**src/rtl/decoder_pkg.sv**
```systemverilog
// rtl/decoder_pkg.sv - shared opcode, control-flag, ALU-op and state definitions for the decoder
package decoder_pkg;

  localparam int OPC_W  = 3;
  localparam int FBASE_W = 6;

  localparam logic [OPC_W-1:0] OP_NOP  = 3'd0;
  localparam logic [OPC_W-1:0] OP_HALT = 3'd1;
  localparam logic [OPC_W-1:0] OP_SET  = 3'd2;
  localparam logic [OPC_W-1:0] OP_COPY = 3'd3;
  localparam logic [OPC_W-1:0] OP_ADDR = 3'd4;
  localparam logic [OPC_W-1:0] OP_ADDV = 3'd5;
  localparam logic [OPC_W-1:0] OP_SUBR = 3'd6;
  localparam logic [OPC_W-1:0] OP_SUBV = 3'd7;

  // Written with flag index 0 as the leftmost character
  localparam logic [FBASE_W-1:0] FLAGS_SET   = 6'b010100;
  localparam logic [FBASE_W-1:0] FLAGS_COPY  = 6'b100110;
  localparam logic [FBASE_W-1:0] FLAGS_ALU_R = 6'b111111;
  localparam logic [FBASE_W-1:0] FLAGS_ALU_V = 6'b110110;

  localparam logic ALU_ADD = 1'b0;
  localparam logic ALU_SUB = 1'b1;

  typedef enum logic [1:0] {
    ST_IDLE,
    ST_ISSUE,
    ST_HALTED,
    ST_TRAP
  } dec_state_t;

endpackage

```
**src/rtl/decoder_rom.sv**
```systemverilog
// rtl/decoder_rom.sv - combinational opcode to control-word lookup
module decoder_rom
  import decoder_pkg::*;
#(
  parameter int OP_W     = 3,
  parameter int ALU_OP_W = 1,
  parameter int FLAGS_W  = 6
) (
  input  logic [OP_W-1:0]     op,
  output logic [ALU_OP_W-1:0] alu_op,
  output logic                alu_op_we,
  output logic [0:FLAGS_W-1]  flags,
  output logic                is_nop,
  output logic                is_halt,
  output logic                is_illegal
);

  logic op_high;
  assign op_high = (op >> OPC_W) != '0;

  always_comb begin
    alu_op     = '0;
    alu_op_we  = 1'b0;
    flags      = '0;
    is_nop     = 1'b0;
    is_halt    = 1'b0;
    is_illegal = 1'b0;
    if (op_high) begin
      is_illegal = 1'b1;
    end else begin
      case (op[OPC_W-1:0])
        OP_NOP:  is_nop = 1'b1;
        OP_HALT: is_halt = 1'b1;
        OP_SET:  flags[0:FBASE_W-1] = FLAGS_SET;
        OP_COPY: flags[0:FBASE_W-1] = FLAGS_COPY;
        OP_ADDR: begin
          alu_op[0] = ALU_ADD;
          alu_op_we = 1'b1;
          flags[0:FBASE_W-1] = FLAGS_ALU_R;
        end
        OP_ADDV: begin
          alu_op[0] = ALU_ADD;
          alu_op_we = 1'b1;
          flags[0:FBASE_W-1] = FLAGS_ALU_V;
        end
        OP_SUBR: begin
          alu_op[0] = ALU_SUB;
          alu_op_we = 1'b1;
          flags[0:FBASE_W-1] = FLAGS_ALU_R;
        end
        OP_SUBV: begin
          alu_op[0] = ALU_SUB;
          alu_op_we = 1'b1;
          flags[0:FBASE_W-1] = FLAGS_ALU_V;
        end
        default: ;
      endcase
    end
  end

endmodule

```
**src/rtl/decoder_seq.sv**
```systemverilog
// rtl/decoder_seq.sv - handshaked decoder issuing registered ALU-op and control flags
module decoder_seq
  import decoder_pkg::*;
#(
  parameter int OP_W     = 3,
  parameter int ALU_OP_W = 1,
  parameter int FLAGS_W  = 6,
  parameter int CNT_W    = 16
) (
  input  logic                clock,
  input  logic                reset,
  input  logic [OP_W-1:0]     op,
  input  logic                op_valid,
  output logic                op_ready,
  output logic [ALU_OP_W-1:0] alu_op,
  output logic [0:FLAGS_W-1]  flags,
  output logic                ctrl_valid,
  input  logic                ctrl_ready,
  output logic                halted,
  output logic                illegal,
  output logic [OP_W-1:0]     trap_op,
  output logic [CNT_W-1:0]    retired
);

  dec_state_t state;

  logic [ALU_OP_W-1:0] rom_alu_op;
  logic                rom_alu_op_we;
  logic [0:FLAGS_W-1]  rom_flags;
  logic                rom_nop;
  logic                rom_halt;
  logic                rom_illegal;
  logic                accept;

  decoder_rom #(
    .OP_W     (OP_W),
    .ALU_OP_W (ALU_OP_W),
    .FLAGS_W  (FLAGS_W)
  ) u_rom (
    .op         (op),
    .alu_op     (rom_alu_op),
    .alu_op_we  (rom_alu_op_we),
    .flags      (rom_flags),
    .is_nop     (rom_nop),
    .is_halt    (rom_halt),
    .is_illegal (rom_illegal)
  );

  assign op_ready = (state == ST_IDLE);
  assign accept   = op_valid && op_ready;

  always_ff @(posedge clock) begin
    if (reset) begin
      state      <= ST_IDLE;
      alu_op     <= '0;
      flags      <= '0;
      ctrl_valid <= 1'b0;
      halted     <= 1'b0;
      illegal    <= 1'b0;
      trap_op    <= '0;
      retired    <= '0;
    end else begin
      case (state)
        ST_IDLE: begin
          if (accept) begin
            if (rom_illegal) begin
              state   <= ST_TRAP;
              illegal <= 1'b1;
              trap_op <= op;
            end else if (rom_halt) begin
              state   <= ST_HALTED;
              halted  <= 1'b1;
              retired <= retired + CNT_W'(1);
            end else if (rom_nop) begin
              retired <= retired + CNT_W'(1);
            end else begin
              // set/copy leave the previous ALU op in place
              state      <= ST_ISSUE;
              flags      <= rom_flags;
              ctrl_valid <= 1'b1;
              if (rom_alu_op_we) alu_op <= rom_alu_op;
            end
          end
        end
        ST_ISSUE: begin
          if (ctrl_ready) begin
            state      <= ST_IDLE;
            ctrl_valid <= 1'b0;
            retired    <= retired + CNT_W'(1);
          end
        end
        ST_HALTED: ;
        ST_TRAP:   ;
        default:   state <= ST_IDLE;
      endcase
    end
  end

endmodule

```
**config.mk**
```make
export PLATFORM = sky130hd
export DESIGN_NAME = decoder_seq
export DESIGN_NICKNAME = d
export VERILOG_FILES = /design/src/rtl/decoder_pkg.sv /design/src/rtl/decoder_rom.sv /design/src/rtl/decoder_seq.sv
export SDC_FILE = /design/constraint.sdc
export NUM_CORES = 1
export LEC_CHECK = 0
export ABC_CLOCK_PERIOD_IN_PS = 3700
export CAP_MARGIN = 15
export CORE_UTILIZATION = 40
export DETAILED_ROUTE_END_ITERATION = 10
export HOLD_SLACK_MARGIN = 0.15
export MAX_ROUTING_LAYER = met4
export PLACE_DENSITY = 0.7
export SYNTH_ARGS = -nofsm -noshare
export SYNTH_HDL_FRONTEND = slang
export SYNTH_SLANG_ARGS = --single-unit
```
**constraint.sdc**
```tcl
create_clock -name clock -period 3.7 [get_ports clock]
set_input_delay 0.555 -clock clock [delete_from_list [all_inputs] [get_ports clock]]
set_output_delay 0.555 -clock clock [all_outputs]
set_load 0.02 [all_outputs]
```
; Yosys cells after proc, flatten, opt, wreduce, memory -nomap -nowiden
; Cells that the tools add are included.
[word_totals]
regBits = 27
latch_bits = 0
mem_bits_rw = 0
rom_bits = 0
output_inout_bits = 30
word_cells = 57
n_memories = 0
[op_classes]
add_sub_neg = 1
mul = 0
div = 0
n_lt_le_gt_ge = 0
eq_ne = 14
n_shift = 0
n_mux = 20
n_bitwise = 2
reduce_logical = 14
[op_table]
columns = cell, n
row1 = 16-bit two-way mux, 4
row2 = 16-bit case mux with 2 select lines, 1
row3 = 6-bit case mux with 4 select lines, 1
row4 = "16-bit by 1-bit adder with 16-bit output, second input constant", 1
row5 = "3-bit equality test, second input constant", 4
row6 = 4-bit AND reduction, 3
row7 = 5-bit AND reduction, 2
row8 = 1-bit two-way mux, 8
row9 = 2-bit two-way mux, 4
row10 = "3-bit by 2-bit equality test with 1-bit output, second input constant", 2
row11 = "2-bit inequality test, second input constant", 3
row12 = 2-bit OR reduction, 3
row13 = 2-bit case mux with 2 select lines, 1
row14 = 4-bit OR reduction, 1
row15 = "3-bit by 1-bit equality test with 1-bit output, second input constant", 1
row16 = 3-bit logical NOT, 1
row17 = "3-bit by 1-bit inequality test with 1-bit output, second input constant", 1
row18 = "3-bit by 2-bit inequality test with 1-bit output, second input constant", 1
row19 = 3-bit AND reduction, 1
row20 = "2-bit by 1-bit equality test with 1-bit output, second input constant", 1
row21 = 2-bit logical NOT, 1
row22 = "2-bit by 1-bit inequality test with 1-bit output, second input constant", 1
row23 = 1-bit NOT, 2
row24 = 1-bit case mux with 2 select lines, 1
row25 = other kinds (2), 2

; Depth between registers and ports, before layout
; Gate-level depths: netlist (run 1).
[logic_depth]
depth_word = 6
depth_mapped = 5
depth_no_buf = 5

; Hierarchy
; From an unflattened synthesis (run 1), not the netlist that was laid out.
[hier_totals]
cells_unflattened = 164
hier_area_um2 = 1462.7
[modules_own_cells]
columns = mod, n_inst, cells_per_inst, area_per_inst_um2, seq_area_each_um2
row1 = decoder_seq, 1, 151, 1377.6, 620.6
row2 = decoder_rom, 1, 13, 85.1, 0.0

; Worst setup path after synthesis (run 1)
; Ideal clock, no wire load.
[synth_path]
path_type = in2reg
start = input port op[1]
end = register retired[15]
setup_time_ps = 121
arrival_ps = 2108
path_slack_ps = 1471
cell_stages = 4
path_buffers = 0
path_cell_list = or4b_4 a2111o_1 or3_1 mux2_4
[synth_between]
elab_chain_len = 5
word_cells_on_any_way = 9
cone_classes = 2 x eq/ne / 5 x mux / 2 x reduce/logical
[synth_rtl]
columns = element, line
row1 = start: declaration, decoder_seq.sv:12  ; input logic [OP_W-1:0] op,
row2 = 3-bit by 1-bit equality test with 1-bit output, decoder_rom.sv:31  ; case (op[OPC_W-1:0])
row3 = 1-bit two-way mux, decoder_rom.sv:31
row4 = 16-bit two-way mux, decoder_seq.sv:70  ; end else if (rom_halt) begin
row5 = 16-bit two-way mux, decoder_seq.sv:65  ; if (accept) begin
row6 = 16-bit case mux with 2 select lines, decoder_seq.sv:63  ; case (state)
row7 = end signal: assignment, decoder_seq.sv:73  ; retired <= retired + CNT_W'(1);
row8 = end signal: assignment, decoder_seq.sv:75  ; retired <= retired + CNT_W'(1);
row9 = end signal: assignment, decoder_seq.sv:89  ; retired <= retired + CNT_W'(1);
row10 = end: declaration, decoder_seq.sv:22  ; output logic [CNT_W-1:0] retired
; Several ways; a longest one is shown, not always the timed one. The select of a mux whose other input is x is not followed.
; A chain may end at the register's enable or synchronous reset.

; Final worst setup path (run 1)
[layout_path]
start = input port op[2]
end = register retired[15]
; The elaborated chain is that of the path after synthesis.

==> results of run 1 <==
logic make-up after synthesis:
logic type | count (synthesis) | synth area share [%]
adder cells (fa/ha/maj) | 1 | 1.061
flip-flops | 25 | 42.46
buffers and inverters | 16 | 7.112
other | 1 | 0.3182
AND/OR/NAND/NOR | 55 | 23.67
multiplexers | 2 | 2.123
XOR/XNOR | 9 | 6.688
AO/OA/AOI/OAI | 29 | 16.56
metrics by stage:
| stage | area, sq um | setup slack, ns | utilization (%) | instances |
|---|---|---|---|---|
| 4_1_cts | 1506 | 1.142 | 54.16 | 196 |
| 5_1_grt | 1506 | 1.090 | 54.16 | 196 |
| 3_5_place_dp | 1480 | 0.7827 | 53.22 | 192 |
| 6_report | 1506 | 1.127 | 54.16 | 196 |
| 2_1_floorplan | 1190 | 1.471 | - | 141 |
| 3_3_place_gp | 1480 | 0.8385 | 53.22 | 192 |
critical path: stages:
cell and delay, ns:
clkdlybuf4s50_1 0.51, or4b_4 0.61, a2111o_1 0.47, or3_1 0.36, mux2_4 0.30
metal layers:
metal | vias up | part of all wire (%)
met5 | - | 0
met4 | 0 | 0.33
met3 | 2 | 3.5
met2 | 22 | 46
met1 | 484 | 50
li1 | 532 | -
cells in the mapped netlist, types with 2 or more instances:
cell	instances	area (sq um)
nand4b_1	3	26.28
clkbuf_1	5	18.77
nand2_1	10	37.54
nor3_1	3	15.01
a21oi_1	10	50.05
a211oi_1	4	30.03
nand3_1	5	25.02
a2111o_1	3	33.78
xnor2_1	9	78.83
nand4_1	2	12.51
inv_1	4	15.01
a2111oi_0	2	17.52
nor2b_1	2	12.51
o21ai_0	6	30.03
nor2_1	20	75.07
or3_1	5	31.28
buf_4	6	45.04
nor3b_1	2	15.01
dfxtp_1	25	500.5
sequential cells by signal, indices dropped and copies added (netlist names):
signal / flops
alu_op: 1
ctrl_valid: 1
flags: 4
halted: 1
retired: 16
state: 2
cell type report:
type / count / area share (%)
Clock buffer: 4 / 1.744
Tap cell: 31 / 2.575
Inverter: 4 / 0.9967
Sequential cell: 25 / 33.22
Multi-Input combinational cell: 100 / 40.20
Timing Repair Buffer: 32 / 21.26
placed cells by master (no fill, tap or decap), types with 4 or more instances in the layout:
| cell type | n |
|---|---|
| inv_1 | 4 |
| conb_1 | 4 |
| a211oi_1 | 4 |
| or3_1 | 5 |
| nand3_1 | 5 |
| clkdlybuf4s50_1 | 32 |
| o21ai_0 | 6 |
| dfxtp_1 | 25 |
| xnor2_1 | 9 |
| a21oi_1 | 10 |
| nor2_1 | 20 |
| nand2_1 | 10 |
power by group through the flow:
stage / logic, mW / registers (mW) / clock network (mW)
6_report: 0.0724 / 0.285 / 0.119
5_1_grt: 0.0792 / 0.287 / 0.135
4_1_cts: 0.0728 / 0.285 / 0.123
3_5_place_dp: 0.0725 / 0.291 / 0
3_3_place_gp: 0.0717 / 0.291 / 0
2_1_floorplan: 0.0388 / 0.298 / 0
worst max path at each step:
stage | endpoint | slack, ns | cells past startpoint | startpoint
6_report | retired[15]$_SDFFE_PP0P_ | 1.13 | 5 | op[2]
4_1_cts | retired[15]$_SDFFE_PP0P_ | 1.14 | 5 | op[2]
3_5_place_dp | retired[15]$_SDFFE_PP0P_ | 0.78 | 5 | op[2]
5_1_grt | retired[15]$_SDFFE_PP0P_ | 1.09 | 5 | op[2]
2_1_floorplan | retired[15]$_SDFFE_PP0P_ | 1.47 | 4 | op[1]
3_3_place_gp | retired[15]$_SDFFE_PP0P_ | 0.84 | 5 | op[2]
==> metrics.txt, run 1 <==
status complete, no violations; RSZ-0062 raised after global routing no; Core Area about 2800 sq um; # fillers between 200 and 300; Top Ports 37; Hold Buf Count CTS 0; max_cap viols 0; port bufs 32; Initial Utilization 42.38%; Ys Warns 0; worst-skew pair later-pin latency roughly 0.31 ns; total CTS buffers 3; GR Overflow Total 0; htree depth 1; Worst-path clk slew roughly 0.13 ns; Pins Over Slew Limit 0; CP Launch Type input pin; Netlist cell types 31; worst vdd ir ~0.00023 V; period utilization 69.53%; Tmin final around 2.6 ns; endpoints failing setup 0; met1 Usage GRT about a quarter; initial antenna violation count 0; Global Route Usage Sum 16.66%; DPL Wire Length 1790 um; leakage around 0.47 nW; Critical Path AT around 2.8 ns; slew margin rel. about two fifths; clock power share 25.0%; Design Power roughly 480 uW; gpl congestion approximately 0.86; Die X-Extent 56.28 um; vias after detailed routing between 1000 and 1500; post-route ant nets 0; Sequential Power Share around three fifths; worst hold path depth 2; WS Path Type in2reg; Hold Path Origin alu_op$_SDFFE_PP0P_; clock sinks 25; Gate power share 15.2%; CTS tree done; first drt pass iteration count 4; sequential fraction of the synthesis area between 40% and 50%; Worst Tran Pin Value ~0.9 ns; final hold slack a little under 0.5 ns; Hold Path Sink alu_op$_SDFFE_PP0P_; Switching Share between 20% and 30%; synthesized cell area around 1200 sq um; Post-synth EDFFs 0; FP Rows 19; Worst Path Max Fanout 12; area grow syn2layout 27.81%; ant diodes 0; Crit. End Element flip-flop; maximum clock path buffer count 2; reg-to-reg endpoint retired[15]$_SDFFE_PP0P_; vias per cell around 5.3; postcts setup bufs 0; FF+latch area approximately 500 sq um; Resized Gates After CTS 0; Pint ~350 uW; multi-input logic area between 600 and 700 sq um; drt wl/cell 12.26 um; clk_skew between 0.009 and 0.01 ns; fraction of layout cells with a size suffix above 1 3.030%; largest net degree at the start of global routing 27; Nets 174; FFs w/ async S/R, synth 0%; pwr dens ~320 nW/um^2; switching power 124.2 uW; Fin. Hold Viols 0; Hold WC Path Type reg2reg; Initial DRC Count 22; met3 Use GR 4.147%; vias in the first global route 936; Mapped Avg Cell Area between 8 and 9 sq um; fmax between 300 and 400 MHz; synthesized instance count around 140; worst reg2reg path startpoint state[0]$_SDFFE_PP0P_; DRC 0; first-pass GRT wire length 4202 um; r2r setup slk 1.47 ns; Synth Flop Type dfxtp_1; drt total wl approximately 2400 um; Setup TNS 0 ns; WP data required a little under 4 ns; die height ~56 um; Synth Register Bits 25; met2 Track Usage GR about 25%; clock root buffer clkbuf_4; busiest grt layer met2; die area roughly 3200 sq um; FF-to-FF path depth 4
No activity file was read; power rests on OpenSTA's default activity.
==> inputs of run 2 (changes only) <==
- ABC_CLOCK_PERIOD_IN_PS: 3700 -> 2350
- PLACE_DENSITY: 0.7 -> 0.73
- clock period: 3.7 -> 2.35 ns (I/O delays scaled with it)
==> metrics.txt, run 2 (synthesis results as in run 1) <==
port bufs 32 (unchanged); die area 3167 sq um (unchanged); # fillers 271 (-2.5%); r2r setup slk 0.26 ns (-1.21 ns); htree depth 1 (unchanged); drt wl/cell 12.71 um (+3.7%); Worst Path Buf+Inv 2 (+1); multi-input logic area 605.6 sq um (unchanged); largest net degree at the start of global routing 16 (-41%); Worst Tran Pin Value 0.5218 ns (-0.3715 ns); slowest stage delay, CP 0.55 ns (-0.06 ns); endpoints failing setup 0 (unchanged); vias after detailed routing 1103 (+6.1%); Hold Buf Count CTS 0 (unchanged); leakage 0.5038 nW (+6.8%); Global Route Usage Sum 17.76% (+1.1 points); Die X-Extent 56.28 um (unchanged); status complete, no violations; Largest regs retired (16), flags (4), state (2); WP data required 2.62 ns (-1.30 ns); Worst Path Max Fanout 11 (-1); RSZ-0062 raised after global routing no; most frequent cells in the layout 32 x clkdlybuf4s50_1, 25 x dfxtp_1, 20 x nor2_1; vias in the first global route 1006 (+7.5%); CP delay by family, top simple AND/OR/NAND/NOR gates; DPL Wire Length 1958 um (+9.4%); period utilization 92.14%; clock root buffer clkbuf_4; Core Area 2781 sq um (unchanged); slowest library cell on the worst path or4b_4; worst path cell trace clkdlybuf4s50_1 > or4b_4 > buf_4 > a2111o_1 > or3_1 > a21oi_1; CP Launch Type input pin; Hold WC Path Type reg2reg; total CTS buffers 3 (unchanged); FP Rows 19 (unchanged); drt total wl 2580 um (+7.4%); initial antenna violation count 0 (unchanged); Initial DRC Count 23 (+4.5%); Initial Utilization 42.38% (unchanged); first-pass GRT wire length 4381 um (+4.3%); fraction of layout cells with a size suffix above 1 7.558% (+4.5 points); worst-skew pair later-pin latency 0.33 ns (+0.02 ns); Design Power 766.7 uW (+61%); Worst-path clk slew 0.14 ns (about the same); post-route ant nets 0 (unchanged); DRC 0 (unchanged); pwr dens 490.6 nW/um^2 (+55%); maximum clock path buffer count 2 (unchanged); final hold slack 0.4684 ns (-0.01360 ns); GR Overflow Total 0 (unchanged); slew margin rel. 65.10% (+25 points); worst vdd ir 0.0004359 V (+90%); first drt pass iteration count 6 (+2); largest register by flop count retired; Resized Gates After CTS 0 (unchanged); max reg flops 16 (unchanged); Tmin final roughly 2.2 ns; ant diodes 0 (unchanged); area grow syn2layout 32.59%; postcts setup bufs 0 (unchanged); Crit. End Element flip-flop; Nets 181 (+4.0%); Critical Path AT 2.43 ns (-0.37 ns); Fin. Hold Viols 0 (unchanged); commonest non-fill, non-tap cell in the layout clkdlybuf4s50_1; fmax roughly 460 MHz; clock sinks 25 (unchanged); CTS tree done; max_cap viols 0 (unchanged); die height 56.28 um (unchanged); gpl congestion 0.8325 (-2.9%); Top Ports 37 (unchanged); Pins Over Slew Limit 0 (unchanged); FF+latch area 500.5 sq um (unchanged); post-route insts no fill 203 (+3.6%); vias per cell 5.433 (+2.4%); clk_skew 0.007815 ns (-0.001254 ns); placed cells 199 (+3.6%); WS Path Type in2reg
run 2: changes by cell type in the layout (fill, tap and decap cells not counted), sizes merged:
cell      previous run  this run
clkbuf               4         3
clkinvlp             0         1
buf                  0         7
run 2: layout make-up:
type                       instances  area share (%)
inverter                           4          0.9608
clock inverter                     1          0.4804
timing repair buffer              39           23.86
tap                               31           2.482
multi-input combinational        100           38.75
clock buffer                       3           1.441
sequential                        25           32.03
run 2: worst paths after layout:
path | startpoint | end | cells past startpoint
worst max-delay path | op[1] | retired[14]$_SDFFE_PP0P_ | 6
worst min-delay path | alu_op$_SDFFE_PP0P_ | alu_op$_SDFFE_PP0P_ | 2
worst max register to register | state[0]$_SDFFE_PP0P_ | retired[14]$_SDFFE_PP0P_ | 5
worst min register to register | alu_op$_SDFFE_PP0P_ | alu_op$_SDFFE_PP0P_ | 2
run 2: power breakdown:
group | switching [mW] | leakage, nW | internal [mW]
sequential | 0.0124 | 0.203 | 0.437
clock | 0.132 | 0.0139 | 0.0652
combinational | 0.0642 | 0.287 | 0.0552
run 2: routing by layer:
metal,vias up,track usage (%),part of all wire (%)
li1,545,-,-
met1,523,21.16,47
met2,28,30.44,48
met3,7,2.074,3.5
met4,0,7.317,2.1
met5,-,-,0
run 2: metrics by stage:
stage | TNS, ns | utilization [%] | worst slack [ns] | instance area (sq um)
2_1_floorplan | 0 | - | 0.3128 | 1190
3_3_place_gp | -0.3986 | 55.11 | -0.1236 | 1533
3_5_place_dp | -0.6379 | 55.11 | -0.1542 | 1533
4_1_cts | 0 | 56.19 | 0.2059 | 1563
5_1_grt | 0 | 56.19 | 0.1379 | 1563
6_report | 0 | 56.19 | 0.1848 | 1563
run 2: tightest hold or removal path: cells and delay by family, from the launching register on:
kind	cells	cell delay [ns]
simple gates	1	0.05
flops	1	0.33
compound gates	1	0.05
==> inputs of run 3 (changes only) <==
- CTS_CLUSTER_DIAMETER: default -> 200
==> results of run 3 <==
Same layout as run 2: the final DEF is identical, and so are final timing and power.
